$ cat config.mk
export PLATFORM = sky130hd
export DESIGN_NAME = mux_scan_nch
export DESIGN_NICKNAME = d
export VERILOG_FILES = /design/src/rtl/mux_scan_nch_pkg.sv /design/src/rtl/mux_scan_nch_next_ch.sv /design/src/rtl/mux_scan_nch.sv
export SDC_FILE = /design/constraint.sdc
export NUM_CORES = 1
export LEC_CHECK = 0
export ABC_AREA = 1
export BUFFER_PORTS_ARGS = -buffer_cell sky130_fd_sc_hd__buf_2
export CORE_UTILIZATION = 25
export DETAILED_ROUTE_END_ITERATION = 7
export PLACE_DENSITY_LB_ADDON = 0.25
export SLEW_MARGIN = 20
export SYNTH_ARGS = -nofsm -noshare
export SYNTH_HDL_FRONTEND = slang
export SYNTH_HIERARCHICAL = 1
export SYNTH_SLANG_ARGS = --single-unit
$ cat constraint.sdc
create_clock -name clk -period 2.8 [get_ports clk]
set_input_delay 0.28 -clock clk [delete_from_list [all_inputs] [get_ports clk]]
set_output_delay 0.28 -clock clk [all_outputs]
set_load 0.005 [all_outputs]
$ cat src/rtl/mux_scan_nch_pkg.sv
// Shared constants and FSM state type for the scanning N-channel multiplexer.
package mux_scan_nch_pkg;

    localparam logic MODE_MANUAL = 1'b0;
    localparam logic MODE_SCAN   = 1'b1;

    typedef enum logic [1:0] {
        ST_IDLE   = 2'd0,
        ST_MANUAL = 2'd1,
        ST_SCAN   = 2'd2
    } state_t;

endpackage

$ cat src/rtl/mux_scan_nch_next_ch.sv
// Combinational circular search for the next enabled channel strictly above cur.
// Passing cur = CHANNELS-1 yields the lowest enabled channel.
module mux_scan_nch_next_ch #(
    parameter int CHANNELS = 8,
    parameter int SEL_W    = $clog2(CHANNELS)
) (
    input  logic [CHANNELS-1:0] mask,
    input  logic [SEL_W-1:0]    cur,
    output logic [SEL_W-1:0]    next_ch,
    output logic                wrapped,
    output logic                none
);

    logic             above_found;
    logic             low_found;
    logic [SEL_W-1:0] above_idx;
    logic [SEL_W-1:0] low_idx;

    // Two priority scans: first set bit above cur, and first set bit overall.
    always_comb begin
        above_found = 1'b0;
        low_found   = 1'b0;
        above_idx   = '0;
        low_idx     = '0;
        for (int k = 0; k < CHANNELS; k++) begin
            if (mask[k] && !low_found) begin
                low_found = 1'b1;
                low_idx   = SEL_W'(k);
            end
            if (mask[k] && !above_found && (k > int'(cur))) begin
                above_found = 1'b1;
                above_idx   = SEL_W'(k);
            end
        end
        next_ch = above_found ? above_idx : low_idx;
        wrapped = low_found && !above_found;
        none    = !low_found;
    end

endmodule

$ cat src/rtl/mux_scan_nch.sv
// N-channel, W-bit registered multiplexer with manual select and a dwell-timed
// scan sequencer over the channels enabled in ch_mask.
module mux_scan_nch
    import mux_scan_nch_pkg::*;
#(
    parameter  int WIDTH    = 1,
    parameter  int CHANNELS = 8,
    parameter  int DWELL    = 4,
    localparam int SEL_W    = $clog2(CHANNELS)
) (
    input  logic                      clk,
    input  logic                      rst_n,
    input  logic                      en,
    input  logic                      mode,
    input  logic [SEL_W-1:0]          sel,
    input  logic [CHANNELS-1:0]       ch_mask,
    input  logic [CHANNELS*WIDTH-1:0] din,
    output logic [WIDTH-1:0]          dout,
    output logic [SEL_W-1:0]          dout_ch,
    output logic                      dout_valid,
    output logic                      wrap
);

    localparam int               DW_W    = $clog2(DWELL + 1);
    localparam logic [SEL_W-1:0] LAST_CH = SEL_W'(CHANNELS - 1);
    localparam logic [DW_W-1:0]  DW_LAST = DW_W'(DWELL - 1);

    state_t           st_q, st_d;
    logic [SEL_W-1:0] cur_q, cur_d;
    logic [DW_W-1:0]  dwell_q, dwell_d;
    logic             mask_seen_q, mask_seen_d;
    logic [WIDTH-1:0] dout_d;
    logic [SEL_W-1:0] dout_ch_d;
    logic             valid_d;
    logic             wrap_d;

    logic             entry;
    logic             mask_any;
    logic [SEL_W-1:0] search_cur;
    logic [SEL_W-1:0] nxt;
    logic             nxt_wrapped;
    logic             nxt_none;

    // Index guard keeps out-of-range selects from ever reaching dout.
    function automatic logic [WIDTH-1:0] pick(input logic [CHANNELS*WIDTH-1:0] bus,
                                              input logic [SEL_W-1:0] idx);
        logic [WIDTH-1:0] res;
        res = '0;
        for (int k = 0; k < CHANNELS; k++) begin
            if (idx == SEL_W'(k)) res = bus[k*WIDTH +: WIDTH];
        end
        return res;
    endfunction

    mux_scan_nch_next_ch #(
        .CHANNELS (CHANNELS),
        .SEL_W    (SEL_W)
    ) u_next_ch (
        .mask    (ch_mask),
        .cur     (search_cur),
        .next_ch (nxt),
        .wrapped (nxt_wrapped),
        .none    (nxt_none)
    );

    assign mask_any   = !nxt_none;
    assign search_cur = entry ? LAST_CH : cur_q;

    always_ff @(posedge clk or negedge rst_n) begin
        if (!rst_n) begin
            st_q        <= ST_IDLE;
            cur_q       <= '0;
            dwell_q     <= '0;
            mask_seen_q <= 1'b0;
            dout        <= '0;
            dout_ch     <= '0;
            dout_valid  <= 1'b0;
            wrap        <= 1'b0;
        end else begin
            st_q        <= st_d;
            cur_q       <= cur_d;
            dwell_q     <= dwell_d;
            mask_seen_q <= mask_seen_d;
            dout        <= dout_d;
            dout_ch     <= dout_ch_d;
            dout_valid  <= valid_d;
            wrap        <= wrap_d;
        end
    end

    // Outputs track the channel the sequencer lands on this edge, so each channel
    // is visible for exactly DWELL cycles and wrap coincides with the revisit.
    always_comb begin
        st_d        = ST_IDLE;
        cur_d       = cur_q;
        dwell_d     = dwell_q;
        dout_d      = dout;
        dout_ch_d   = dout_ch;
        valid_d     = 1'b0;
        wrap_d      = 1'b0;
        entry       = 1'b0;

        if (en) st_d = (mode == MODE_SCAN) ? ST_SCAN : ST_MANUAL;
        mask_seen_d = (st_d == ST_SCAN) && mask_any;

        case (st_d)
            ST_IDLE: begin
                dwell_d = '0;
            end
            ST_MANUAL: begin
                dwell_d   = '0;
                dout_ch_d = sel;
                if (int'(sel) < CHANNELS) begin
                    dout_d  = pick(din, sel);
                    valid_d = 1'b1;
                end else begin
                    dout_d  = '0;
                end
            end
            ST_SCAN: begin
                entry = mask_any && ((st_q != ST_SCAN) || !mask_seen_q);
                if (!mask_any) begin
                    dout_d = '0;
                end else begin
                    valid_d = 1'b1;
                    if (entry) begin
                        cur_d   = nxt;
                        dwell_d = '0;
                    end else if (!ch_mask[cur_q] || (dwell_q == DW_LAST)) begin
                        cur_d   = nxt;
                        dwell_d = '0;
                        wrap_d  = nxt_wrapped;
                    end else begin
                        dwell_d = dwell_q + 1'b1;
                    end
                    dout_d    = pick(din, cur_d);
                    dout_ch_d = cur_d;
                end
            end
            default: begin
                dwell_d = '0;
            end
        endcase
    end

endmodule

==> results of run 1 <==
==> synthesized netlist by cell type <==
cell and instances:
sky130_fd_sc_hd__a211oi_1 1, sky130_fd_sc_hd__a21oi_1 8, sky130_fd_sc_hd__a41oi_1 2, sky130_fd_sc_hd__dfrtp_1 15, sky130_fd_sc_hd__ha_1 2, sky130_fd_sc_hd__inv_1 41
sky130_fd_sc_hd__inv_2 2, sky130_fd_sc_hd__nand2_1 67, sky130_fd_sc_hd__nand2_2 2, sky130_fd_sc_hd__nand2_4 3, sky130_fd_sc_hd__nand3_1 13, sky130_fd_sc_hd__nand3_2 6
sky130_fd_sc_hd__nand3_4 1, sky130_fd_sc_hd__nand3b_1 2, sky130_fd_sc_hd__nand4_1 4, sky130_fd_sc_hd__nand4_2 2, sky130_fd_sc_hd__nand4_4 1, sky130_fd_sc_hd__nor2_1 17
sky130_fd_sc_hd__nor2_2 3, sky130_fd_sc_hd__nor2_4 1, sky130_fd_sc_hd__nor3_1 4, sky130_fd_sc_hd__o2111ai_1 1, sky130_fd_sc_hd__o21ai_0 5, sky130_fd_sc_hd__o21ai_1 9
sky130_fd_sc_hd__o21bai_2 1, sky130_fd_sc_hd__o31ai_1 1, sky130_fd_sc_hd__o41ai_1 1, sky130_fd_sc_hd__or2_2 1
==> cell families after synthesis <==
group | count (synthesis) | share of synthesized area [%]
flops | 15 | 27.20
buf+inv | 43 | 11.70
fa+ha+maj | 2 | 1.813
simple gates | 127 | 46.87
compound gates | 29 | 12.42
==> registers in the layout (all words and copies together), names as in the netlist <==
| signal | count |
|---|---|
| cur_q | 3 |
| dout_ch | 3 |
| dwell_q | 3 |
| st_q | 2 |
| dout | 1 |
| dout_valid | 1 |
| mask_seen_q | 1 |
| wrap | 1 |
==> layout make-up <==
class | instances | share of cell area [%]
Inverter | 43 | 9.485
Multi-Input combinational cell | 158 | 49.85
Clock buffer | 3 | 2.426
Clock inverter | 1 | 0.4412
Sequential cell | 15 | 22.06
Timing Repair Buffer | 33 | 10.59
Tap cell | 70 | 5.147
==> repair_timing <==
item | in CTS | in global routing
gates resized for setup | 0 | 1
endpoints found under the setup margin | 0 | 1
endpoints found under the hold margin | 15 | 0
hold buffers | 1 | 0
==> metrics by stage <==
stage / worst slack, ps / power, W / instance area, µm²
floorplan: 346.2 / 0.0008170 / 1380
global placement: 119.8 / 0.0009768 / 1638
detailed placement: 75.48 / 0.0009726 / 1638
CTS: 334.6 / 0.001165 / 1697
global route: 70.12 / 0.001279 / 1702
finish: 406.0 / 0.001150 / 1702
==> critical path: stages <==
cell                       delay (ps)
sky130_fd_sc_hd__buf_2            120
sky130_fd_sc_hd__nor2_1           130
sky130_fd_sc_hd__nand4_1          170
sky130_fd_sc_hd__nor3_2           210
sky130_fd_sc_hd__nor2_1            90
sky130_fd_sc_hd__nand2_1          110
sky130_fd_sc_hd__nand2_1          120
sky130_fd_sc_hd__nor2_2           220
sky130_fd_sc_hd__nand2_2          140
sky130_fd_sc_hd__nand3_4           90
sky130_fd_sc_hd__nor2_4            40
sky130_fd_sc_hd__nand3_2           80
sky130_fd_sc_hd__o21bai_2          60
sky130_fd_sc_hd__nand2_1           80
sky130_fd_sc_hd__inv_1             60
sky130_fd_sc_hd__nand2_4           90
sky130_fd_sc_hd__nand2_2           90
sky130_fd_sc_hd__nand2_1           70
sky130_fd_sc_hd__nand3_1           70
sky130_fd_sc_hd__nand2_1           80
sky130_fd_sc_hd__nand2_1           50
sky130_fd_sc_hd__nand3_1           60
sky130_fd_sc_hd__nand2_1           50
sky130_fd_sc_hd__inv_1             40
==> report_power, final <==
part	internal [W]	leakage, nW	switching [W]
clock	0.000100	0.0217	0.0000804
combinational	0.000243	0.760	0.000433
sequential	0.000254	0.188	0.0000396
==> metal layers <==
metal | wire [µm] | GRT usage [%]
met3 | 135 | 2.156
met5 | 0 | 0
met1 | 1771 | 17.75
met4 | 0 | 1.154
met2 | 1585 | 21.62
==> worst max-delay path by stage <==
stage / from / end / slack [ps] / cells after the start
after detailed placement: ch_mask[1] / dout / 80 / 23
after global placement: ch_mask[1] / dout / 120 / 23
final: ch_mask[1] / dout / 410 / 24
after global routing: ch_mask[3] / dout / 70 / 24
after CTS: ch_mask[1] / dout / 330 / 23
after floorplan: ch_mask[3] / dout / 350 / 22
==> results.txt, run 1 <==
----------------------------------------------------
[Status]
  Run status ... complete, no violations

[Synthesis]
  Share of the synthesized area in the top cell type ... 27.20%
  Number of synthesized register bits ... 15
  Sequential share of the synthesized area ... 27.20%
  Syn Area/Cell ... 6.389 µm²
  Number of warnings printed during yosys synthesis ... 6
  Main area contributors after synthesis ... sky130_fd_sc_hd__dfrtp_1 (27%), sky130_fd_sc_hd__nand2_1 (18%), sky130_fd_sc_hd__inv_1 (11%)
  Gate Count Post-Synth ... 216
  Cell variety after synth ... 28
  Cell accounting for the most synthesized area ... sky130_fd_sc_hd__dfrtp_1
  Area of the mapped netlist ... 1380 µm²
  Synthesized netlist net count ... 241

[Die]
  # rows ... 26
  Starting density of the core ... 26.51%
  Width of the die ... 76.30 µm
  Core area ... 5205 µm²
  Number of I/O pins ... 29
  Die area ... 5822 µm²
  Die boundary height ... 76.30 µm

[Clock tree]
  TritonCTS clock tree ... yes
  Number of buffers added by the clock tree synthesis step ... 3
  Clock-pin slew on the worst setup and hold paths ... 70 ps
  Setup bufs post-CTS ... 0
  Root buffer cell ... sky130_fd_sc_hd__clkbuf_8
  Clock sink count ... 15
  Later-pin clock latency in the skew report ... 250 ps
  Max H-tree Level ... 1
  Buffer depth of the longest clock path ... 2

[Placement]
  Final GP Congestion ... 0.8180
  Cells after DPL ... 318
  Number of port buffers ... 28
  HPWL reported at the end of detailed placement ... 2.853 mm

[Global routing]
  First-pass GRT wire length ... 6.237 mm
  Aggregate global-route resource usage ... 12.84%
  Global route total overflow ... 0
  Number of global-route vias before repair ... 1385
  Initial antenna violation count ... 0
  Pin count of the biggest net entering global routing ... 16

[Power]
  Max VDD drop ... 0.0002130 V
  P_leak ... 0.9704 nW
  Total power density per cell area ... 675.6 nW/µm²

[Hold path]
  Terminating pin of the worst hold path ... st_q[0]
  Worst min-delay path class ... input port to flip-flop
  Startpoint of the worst hold path ... mode
  Depth of the worst hold-timing path ... 2

[STA]
  Final slew viol count ... 0
  Share of the cycle needed by the critical path after routing ... 85.50%
  Minimum clock period ... 2394 ps
  Setup repair after global routing missed its margin ... no
  Clock Skew ... 3.767 ps
  Slew headroom ... 77.00%
  Minimum hold slack ... 293.4 ps
  Highest Clock Rate ... 417.7 MHz
  Final-layout setup total negative slack ... 0 ps
  Slew at the pin closest to its max-slew limit ... 345.0 ps
  Final setup violation count ... 0
  Final Hold Violating Endpoints ... 0

[Final layout]
  Final-layout fill cell count ... 583
  Count of placed standard cells in the final layout, fillers left out ... 323
  Seq. cell area ... 375.4 µm²
  Area taken by multi-input logic gates ... 848.3 µm²
  Layout Nets ... 279
  Commonest cells after routing, fill and taps aside ... sky130_fd_sc_hd__nand2_1 (67), sky130_fd_sc_hd__inv_1 (41), sky130_fd_sc_hd__buf_2 (28)
  Layout cell share with drive strength beyond 1 ... 23.72%
  Most common cell after layout, fill and taps aside ... sky130_fd_sc_hd__nand2_1
  Area Overhead vs Synth ... 23.30%
  Antenna diode instance count ... 0
  Core utilization of the finished layout ... 32.69%

[Critical path]
  Required @ worst endpoint ... 3000 ps
  Reg2Reg Depth ... 20
  Arrival time at the worst endpoint ... 2590 ps
  Sort of element at the end of the critical path ... flip-flop
  Critical path startpoint category ... input port
  Highest fanout seen on the critical path ... 6
  Startpoint of the most critical register-to-register path ... st_q[0]
  FF-to-FF setup slack ... 520 ps
  Critical path class ... input port to flip-flop
  Worst reg2reg endpoint ... dout

[Routing]
  First-pass DRT Iterations ... 4
  Detailed router's first-iteration violation count ... 66
  Total via count in the routed design ... 1461
  Routed vias/inst ... 4.523
  Post-detailed-route count of antenna-violating nets ... 0
  WL per Instance ... 10.81 µm
  Routed WL ... 3.492 mm
  Number of remaining DRC errors ... 0

[Job]
  # Max-Cap Violations ... 0

----------------------------------------------------
No activity file was read; power rests on OpenSTA's default activity.
==> inputs of run 2 (changes only) <==
Settings changed: CTS_CLUSTER_DIAMETER set to 200, PLACE_DENSITY_LB_ADDON 0.25 to not set, SLEW_MARGIN 20 to 25.
==> results.txt, run 2 (same netlist as run 1, synthesis figures left out) <==
----------------------------------------------------
[Placement]
  Final GP Congestion ... 0.7905 (was 0.8180)
  Post-placement setup slack ... 117.7 ps (was 75.48 ps)
  HPWL reported at the end of detailed placement ... 2.784 mm (was 2.853 mm)
  Number of port buffers ... 28 (unchanged)
  Cells after DPL ... 317 (was 318)
  Area of placed instances ... 1630 µm² (was 1638 µm²)

[Power]
  Max VDD drop ... 0.0002272 V (was 0.0002130 V)
  Total power density per cell area ... 675.0 nW/µm² (was 675.6 nW/µm²)
  P_leak ... 0.9700 nW (was 0.9704 nW)
  Overall Power ... 0.001142 W (was 0.001150 W)

[Die]
  Die area ... 5822 µm² (unchanged)
  Starting density of the core ... 26.51% (unchanged)
  Die boundary height ... 76.30 µm (unchanged)
  # rows ... 26 (unchanged)
  Width of the die ... 76.30 µm (unchanged)
  Number of I/O pins ... 29 (unchanged)
  Core area ... 5205 µm² (unchanged)

[Routing]
  Routed vias/inst ... 4.534 (was 4.523)
  First-pass DRT Iterations ... 4 (unchanged)
  WL per Instance ... 10.53 µm (was 10.81 µm)
  Total via count in the routed design ... 1460 (was 1461)
  Post-detailed-route count of antenna-violating nets ... 0 (unchanged)
  Routed WL ... 3.390 mm (was 3.492 mm)
  Detailed router's first-iteration violation count ... 104 (was 66)
  Number of remaining DRC errors ... 0 (unchanged)

[Final layout]
  Layout Nets ... 278 (was 279)
  Post-layout instance area ... 1692 µm² (was 1702 µm²)
  Commonest cells after routing, fill and taps aside ... sky130_fd_sc_hd__nand2_1 (67), sky130_fd_sc_hd__inv_1 (41), sky130_fd_sc_hd__buf_2 (28) (unchanged)
  Count of placed standard cells in the final layout, fillers left out ... 322 (was 323)
  Layout cell share with drive strength beyond 1 ... 23.41% (was 23.72%)
  Top Registers ... cur_q x3, dout_ch x3, dwell_q x3 (unchanged)
  Antenna diode instance count ... 0 (unchanged)
  Area Overhead vs Synth ... 22.57% (was 23.30%)
  Most common cell after layout, fill and taps aside ... sky130_fd_sc_hd__nand2_1 (unchanged)

[Clock tree]
  Root buffer cell ... sky130_fd_sc_hd__clkbuf_8 (unchanged)
  Number of buffers added by the clock tree synthesis step ... 3 (unchanged)
  Max H-tree Level ... 1 (unchanged)
  Clock sink count ... 15 (unchanged)
  Clock-pin slew on the worst setup and hold paths ... 60 ps (was 70 ps)
  Later-pin clock latency in the skew report ... 240 ps (was 250 ps)
  Setup bufs post-CTS ... 0 (unchanged)
  Buffer depth of the longest clock path ... 2 (unchanged)
  TritonCTS clock tree ... yes (unchanged)

[STA]
  Setup repair after global routing missed its margin ... no (unchanged)
  Minimum clock period ... 2403 ps (was 2394 ps)
  Share of the cycle needed by the critical path after routing ... 85.83% (was 85.50%)
  Final-layout setup total negative slack ... 0 ps (unchanged)
  Post-route setup slack ... 396.9 ps (was 406.0 ps)
  Final setup violation count ... 0 (unchanged)
  Slew at the pin closest to its max-slew limit ... 334.6 ps (was 345.0 ps)
  Highest Clock Rate ... 416.1 MHz (was 417.7 MHz)
  Final slew viol count ... 0 (unchanged)
  Slew headroom ... 77.69% (was 77.00%)
  Final Hold Violating Endpoints ... 0 (unchanged)
  Clock Skew ... 4.258 ps (was 3.767 ps)

[Global routing]
  Pin count of the biggest net entering global routing ... 16 (unchanged)
  Aggregate global-route resource usage ... 12.39% (was 12.84%)
  Global route total overflow ... 0 (unchanged)
  Initial antenna violation count ... 0 (unchanged)
  Number of global-route vias before repair ... 1357 (was 1385)
  First-pass GRT wire length ... 6.058 mm (was 6.237 mm)

[Critical path]
  Critical path class ... input port to flip-flop (unchanged)
  Slowest stage cell on the critical path ... sky130_fd_sc_hd__nor2_2 (unchanged)
  Critical path's largest stage delay ... 220 ps (about the same)
  Required @ worst endpoint ... 2940 ps (was 3000 ps)
  Cells along the critical path ... buf_2 > nor2_1 > nand4_1 > nor3_2 > nor2_1 > nand2_1 > nand2_1 > nor2_2 > nand2_2 > nand3_4 > nor2_4 > nand3_2 > o21bai_2 > nand2_1 > inv_1 > nand2_4 > nand3_1 > nand2_1 > nand2_1 > nand3_1 > nand3_1 > nand2_1 > inv_1 (was buf_2 > nor2_1 > nand4_1 > nor3_2 > nor2_1 > nand2_1 > nand2_1 > nor2_2 > nand2_2 > nand3_4 > nor2_4 > nand3_2 > o21bai_2 > nand2_1 > inv_1 > nand2_4 > nand2_2 > nand2_1 > nand3_1 > nand2_1 > nand2_1 > nand3_1 > nand2_1 > inv_1)
  Highest fanout seen on the critical path ... 6 (unchanged)
  Cell mode on critical path ... sky130_fd_sc_hd__nand2_1 (unchanged)
  Critical path startpoint category ... input port (unchanged)
  Sort of element at the end of the critical path ... flip-flop (unchanged)
  Reg2Reg Depth ... 20 (unchanged)
  Arrival time at the worst endpoint ... 2540 ps (was 2590 ps)

[Job]
  # Max-Cap Violations ... 0 (unchanged)

[Hold path]
  Worst min-delay path class ... input port to flip-flop (unchanged)
  Depth of the worst hold-timing path ... 2 (unchanged)

[Status]
  Run status ... complete, no violations (unchanged)

----------------------------------------------------
## run 2: cell count changes in the layout (fill, tap and decap cells not counted)
cell | before | now
sky130_fd_sc_hd__clkinv_2 | 0 | 1
sky130_fd_sc_hd__buf_4 | 4 | 3
sky130_fd_sc_hd__clkinvlp_4 | 1 | 0
## run 2: through the flow
stage               hold slack [ps]  util, %
finish                        309.7    32.50
global route                  329.1    32.50
CTS                           302.2    32.40
detailed placement            201.8    31.32
global placement              207.2    31.32
floorplan                    -15.59        -
## run 2: critical path, delay by kind of cell
kind	cells	cell delay (ps)
AOI/OAI and AO/OA	1	60
buffers and inverters	3	240
and+or+nand+nor	19	1950
## run 2: cell type report
type / instances / area [µm²]
Fill cell: 609 / 3513
Clock inverter: 1 / 5.005
Sequential cell: 15 / 375.4
Tap cell: 70 / 87.58
Clock buffer: 3 / 41.29
Multi-Input combinational cell: 158 / 848.3
Timing Repair Buffer: 32 / 172.7
Inverter: 43 / 161.4
## run 2: where the power goes
part | switching [W] | total, W | internal (W)
logic | 0.000433 | 0.000674 | 0.000241
registers | 0.0000407 | 0.000294 | 0.000254
clock network | 0.0000750 | 0.000173 | 0.0000983
total | 0.000549 | 0.00114 | 0.000593
## run 2: what timing repair did
action	CTS	global route
hold endpoints to repair	15	0
gates resized for setup	0	1
hold buffers	1	0
endpoints found under the setup margin	0	1
## run 2: final timing paths
| kind | from | end | slack [ps] |
|---|---|---|---|
| max in group asynchronous | rst_n | dout | 2070 |
| min in group asynchronous | rst_n | st_q[1] | 480 |
| min reg2reg | dout_ch[2] | dout_ch[2] | 490 |
| min | mode | st_q[0] | 310 |
| max | ch_mask[2] | dout | 400 |
| max reg2reg | st_q[1] | dout | 500 |
## run 2: per-layer routing
metal,GRT usage (%),part of all wire [%],up-vias
met5,0,0,-
met4,1.923,0.47,0
met3,1.796,2.4,2
met2,20.90,45,26
met1,16.92,52,669
li1,-,-,763
==> inputs of run 3 (changes only) <==
==> constraint.sdc (replaced) <==
create_clock -name clk -period 2.8 [get_ports clk]
set_input_delay 0.14 -clock clk [delete_from_list [all_inputs] [get_ports clk]]
set_output_delay 0.14 -clock clk [all_outputs]
set_load 0.005 [all_outputs]
==> results.txt, run 3 (same netlist as run 1, synthesis figures left out) <==
----------------------------------------------------
[Status]
  Run status ... complete, no violations (unchanged)

[Critical path]
  Arrival time at the worst endpoint ... 2470 ps (was 2540 ps)
  Sort of element at the end of the critical path ... flip-flop (unchanged)
  Critical path class ... input port to flip-flop (unchanged)
  Critical path startpoint category ... input port (unchanged)
  Highest fanout seen on the critical path ... 6 (unchanged)
  Start point of the critical path ... ch_mask[2] (unchanged)
  Startpoint of the most critical register-to-register path ... st_q[0] (was st_q[1])
  Required @ worst endpoint ... 2960 ps (was 2940 ps)

[Placement]
  Final GP Congestion ... 0.8526 (was 0.7905)
  Cells after DPL ... 316 (was 317)
  HPWL reported at the end of detailed placement ... 2.831 mm (was 2.784 mm)
  Number of port buffers ... 28 (unchanged)

[Clock tree]
  Root buffer cell ... sky130_fd_sc_hd__clkbuf_8 (unchanged)
  Later-pin clock latency in the skew report ... 250 ps (was 240 ps)
  Clock-pin slew on the worst setup and hold paths ... 70 ps (was 60 ps)
  TritonCTS clock tree ... yes (unchanged)
  Clock sink count ... 15 (unchanged)
  Setup bufs post-CTS ... 0 (unchanged)
  Number of buffers added by the clock tree synthesis step ... 3 (unchanged)
  Max H-tree Level ... 1 (unchanged)
  Buffer depth of the longest clock path ... 2 (unchanged)
  Number of gates resized after CTS ... 0 (unchanged)

[STA]
  Setup repair after global routing missed its margin ... no (unchanged)
  Slew at the pin closest to its max-slew limit ... 306.1 ps (was 334.6 ps)
  Clock Skew ... 4.393 ps (was 4.258 ps)
  Final slew viol count ... 0 (unchanged)
  Final-layout setup total negative slack ... 0 ps (unchanged)
  Minimum hold slack ... 150.9 ps (was 309.7 ps)
  Highest Clock Rate ... 432.7 MHz (was 416.1 MHz)
  Final setup violation count ... 0 (unchanged)
  Slew headroom ... 79.33% (was 77.69%)
  Minimum clock period ... 2311 ps (was 2403 ps)
  Final Hold Violating Endpoints ... 0 (unchanged)
  Share of the cycle needed by the critical path after routing ... 82.54% (was 85.83%)

[Die]
  Starting density of the core ... 26.51% (unchanged)
  Core area ... 5205 µm² (unchanged)
  Number of I/O pins ... 29 (unchanged)
  # rows ... 26 (unchanged)
  Die boundary height ... 76.30 µm (unchanged)
  Width of the die ... 76.30 µm (unchanged)
  Die area ... 5822 µm² (unchanged)

[Power]
  Max VDD drop ... 0.0002015 V (was 0.0002272 V)
  P_leak ... 0.9598 nW (was 0.9700 nW)
  Total power density per cell area ... 682.5 nW/µm² (was 675.0 nW/µm²)
  Overall Power ... 0.001148 W (was 0.001142 W)

[Routing]
  First-pass DRT Iterations ... 4 (unchanged)
  Number of remaining DRC errors ... 0 (unchanged)
  Routed vias/inst ... 4.567 (was 4.534)
  Detailed router's first-iteration violation count ... 67 (was 104)
  Post-detailed-route count of antenna-violating nets ... 0 (unchanged)
  WL per Instance ... 10.46 µm (was 10.53 µm)
  Routed WL ... 3.357 mm (was 3.390 mm)
  Total via count in the routed design ... 1466 (was 1460)

[Job]
  # Max-Cap Violations ... 0 (unchanged)

[Final layout]
  Commonest cells after routing, fill and taps aside ... sky130_fd_sc_hd__nand2_1 (67), sky130_fd_sc_hd__inv_1 (41), sky130_fd_sc_hd__buf_2 (28) (unchanged)
  Count of placed standard cells in the final layout, fillers left out ... 321 (was 322)
  Seq. cell area ... 375.4 µm² (unchanged)
  Final-layout fill cell count ... 599 (was 609)
  Area Overhead vs Synth ... 21.85% (was 22.57%)
  Most common cell after layout, fill and taps aside ... sky130_fd_sc_hd__nand2_1 (unchanged)
  Antenna diode instance count ... 0 (unchanged)
  Layout Nets ... 277 (was 278)
  Layout cell share with drive strength beyond 1 ... 22.71% (was 23.41%)
  Area taken by multi-input logic gates ... 843.3 µm² (was 848.3 µm²)
  Top Registers ... cur_q x3, dout_ch x3, dwell_q x3 (unchanged)

[Global routing]
  Pin count of the biggest net entering global routing ... 16 (unchanged)
  Number of global-route vias before repair ... 1408 (was 1357)
  First-pass GRT wire length ... 6.223 mm (was 6.058 mm)
  Global route total overflow ... 0 (unchanged)
  Aggregate global-route resource usage ... 13.03% (was 12.39%)
  Initial antenna violation count ... 0 (unchanged)

[Hold path]
  Startpoint of the worst hold path ... mode (unchanged)
  Worst min-delay path class ... input port to flip-flop (unchanged)

----------------------------------------------------
-- run 3: layout make-up --
class | instances | area share (%)
repair buffers | 31 | 9.821
multi-input cells | 158 | 50.15
well taps | 70 | 5.208
flip-flops and latches | 15 | 22.32
clock inverters | 1 | 0.4464
clock buffers | 3 | 2.455
inverters | 43 | 9.598
-- run 3: per-layer routing --
| metal | track usage (%) | wire length, µm |
|---|---|---|
| met3 | 1.796 | 129 |
| met5 | 0 | 0 |
| met1 | 16.95 | 1629 |
| met2 | 22.16 | 1553 |
| met4 | 4.038 | 44 |
-- run 3: final timing paths --
kind                              end  slack (ps)  cells after the start
max in group asynchronous    cur_q[1]        2240                      2
max                              dout         490                     23
min reg2reg                dout_ch[0]         500                      2
min in group asynchronous  dwell_q[0]         310                      2
max reg2reg                      dout         550                     19
min                           st_q[0]         150                      2
-- run 3: worst max-delay path, stage by stage --
cell and delay (ps):
sky130_fd_sc_hd__buf_2 140, sky130_fd_sc_hd__nor2_1 160, sky130_fd_sc_hd__nand4_1 170, sky130_fd_sc_hd__nor3_1 230, sky130_fd_sc_hd__nor2_1 90, sky130_fd_sc_hd__nand2_1 110, sky130_fd_sc_hd__nand2_1 120, sky130_fd_sc_hd__nor2_2 230
sky130_fd_sc_hd__nand2_2 130, sky130_fd_sc_hd__nand3_4 90, sky130_fd_sc_hd__nor2_4 40, sky130_fd_sc_hd__nand4_2 80, sky130_fd_sc_hd__nand2_1 80, sky130_fd_sc_hd__inv_1 90, sky130_fd_sc_hd__nand2_4 80, sky130_fd_sc_hd__nand2_2 90
sky130_fd_sc_hd__nand2_1 60, sky130_fd_sc_hd__nand2_1 50, sky130_fd_sc_hd__nand2_1 40, sky130_fd_sc_hd__nand3_1 70, sky130_fd_sc_hd__nand3_1 70, sky130_fd_sc_hd__nand2_1 60, sky130_fd_sc_hd__inv_1 30
-- run 3: report_power, final --
| part | total (W) | switching (W) | internal [W] | leakage, nW |
|---|---|---|---|---|
| combinational | 0.000669 | 0.000429 | 0.000240 | 0.750 |
| sequential | 0.000296 | 0.0000425 | 0.000254 | 0.188 |
| clock | 0.000182 | 0.0000821 | 0.000100 | 0.0217 |
-- run 3: stage by stage --
| stage | area (µm²) | utilization [%] | setup slack [ps] |
|---|---|---|---|
| 6_report | 1682 | 32.31 | 489.0 |
| 3_3_place_gp | 1623 | 31.18 | 286.6 |
| 2_1_floorplan | 1380 | - | 486.2 |
| 4_1_cts | 1682 | 32.31 | 482.8 |
| 5_1_grt | 1682 | 32.31 | 116.6 |
| 3_5_place_dp | 1623 | 31.18 | 203.3 |
-- run 3: repair_timing --
item | 4_1_cts | 5_1_grt
hold buffers | 1 | 0
endpoints found under the hold margin | 15 | 0
endpoints found under the setup margin | 0 | 0
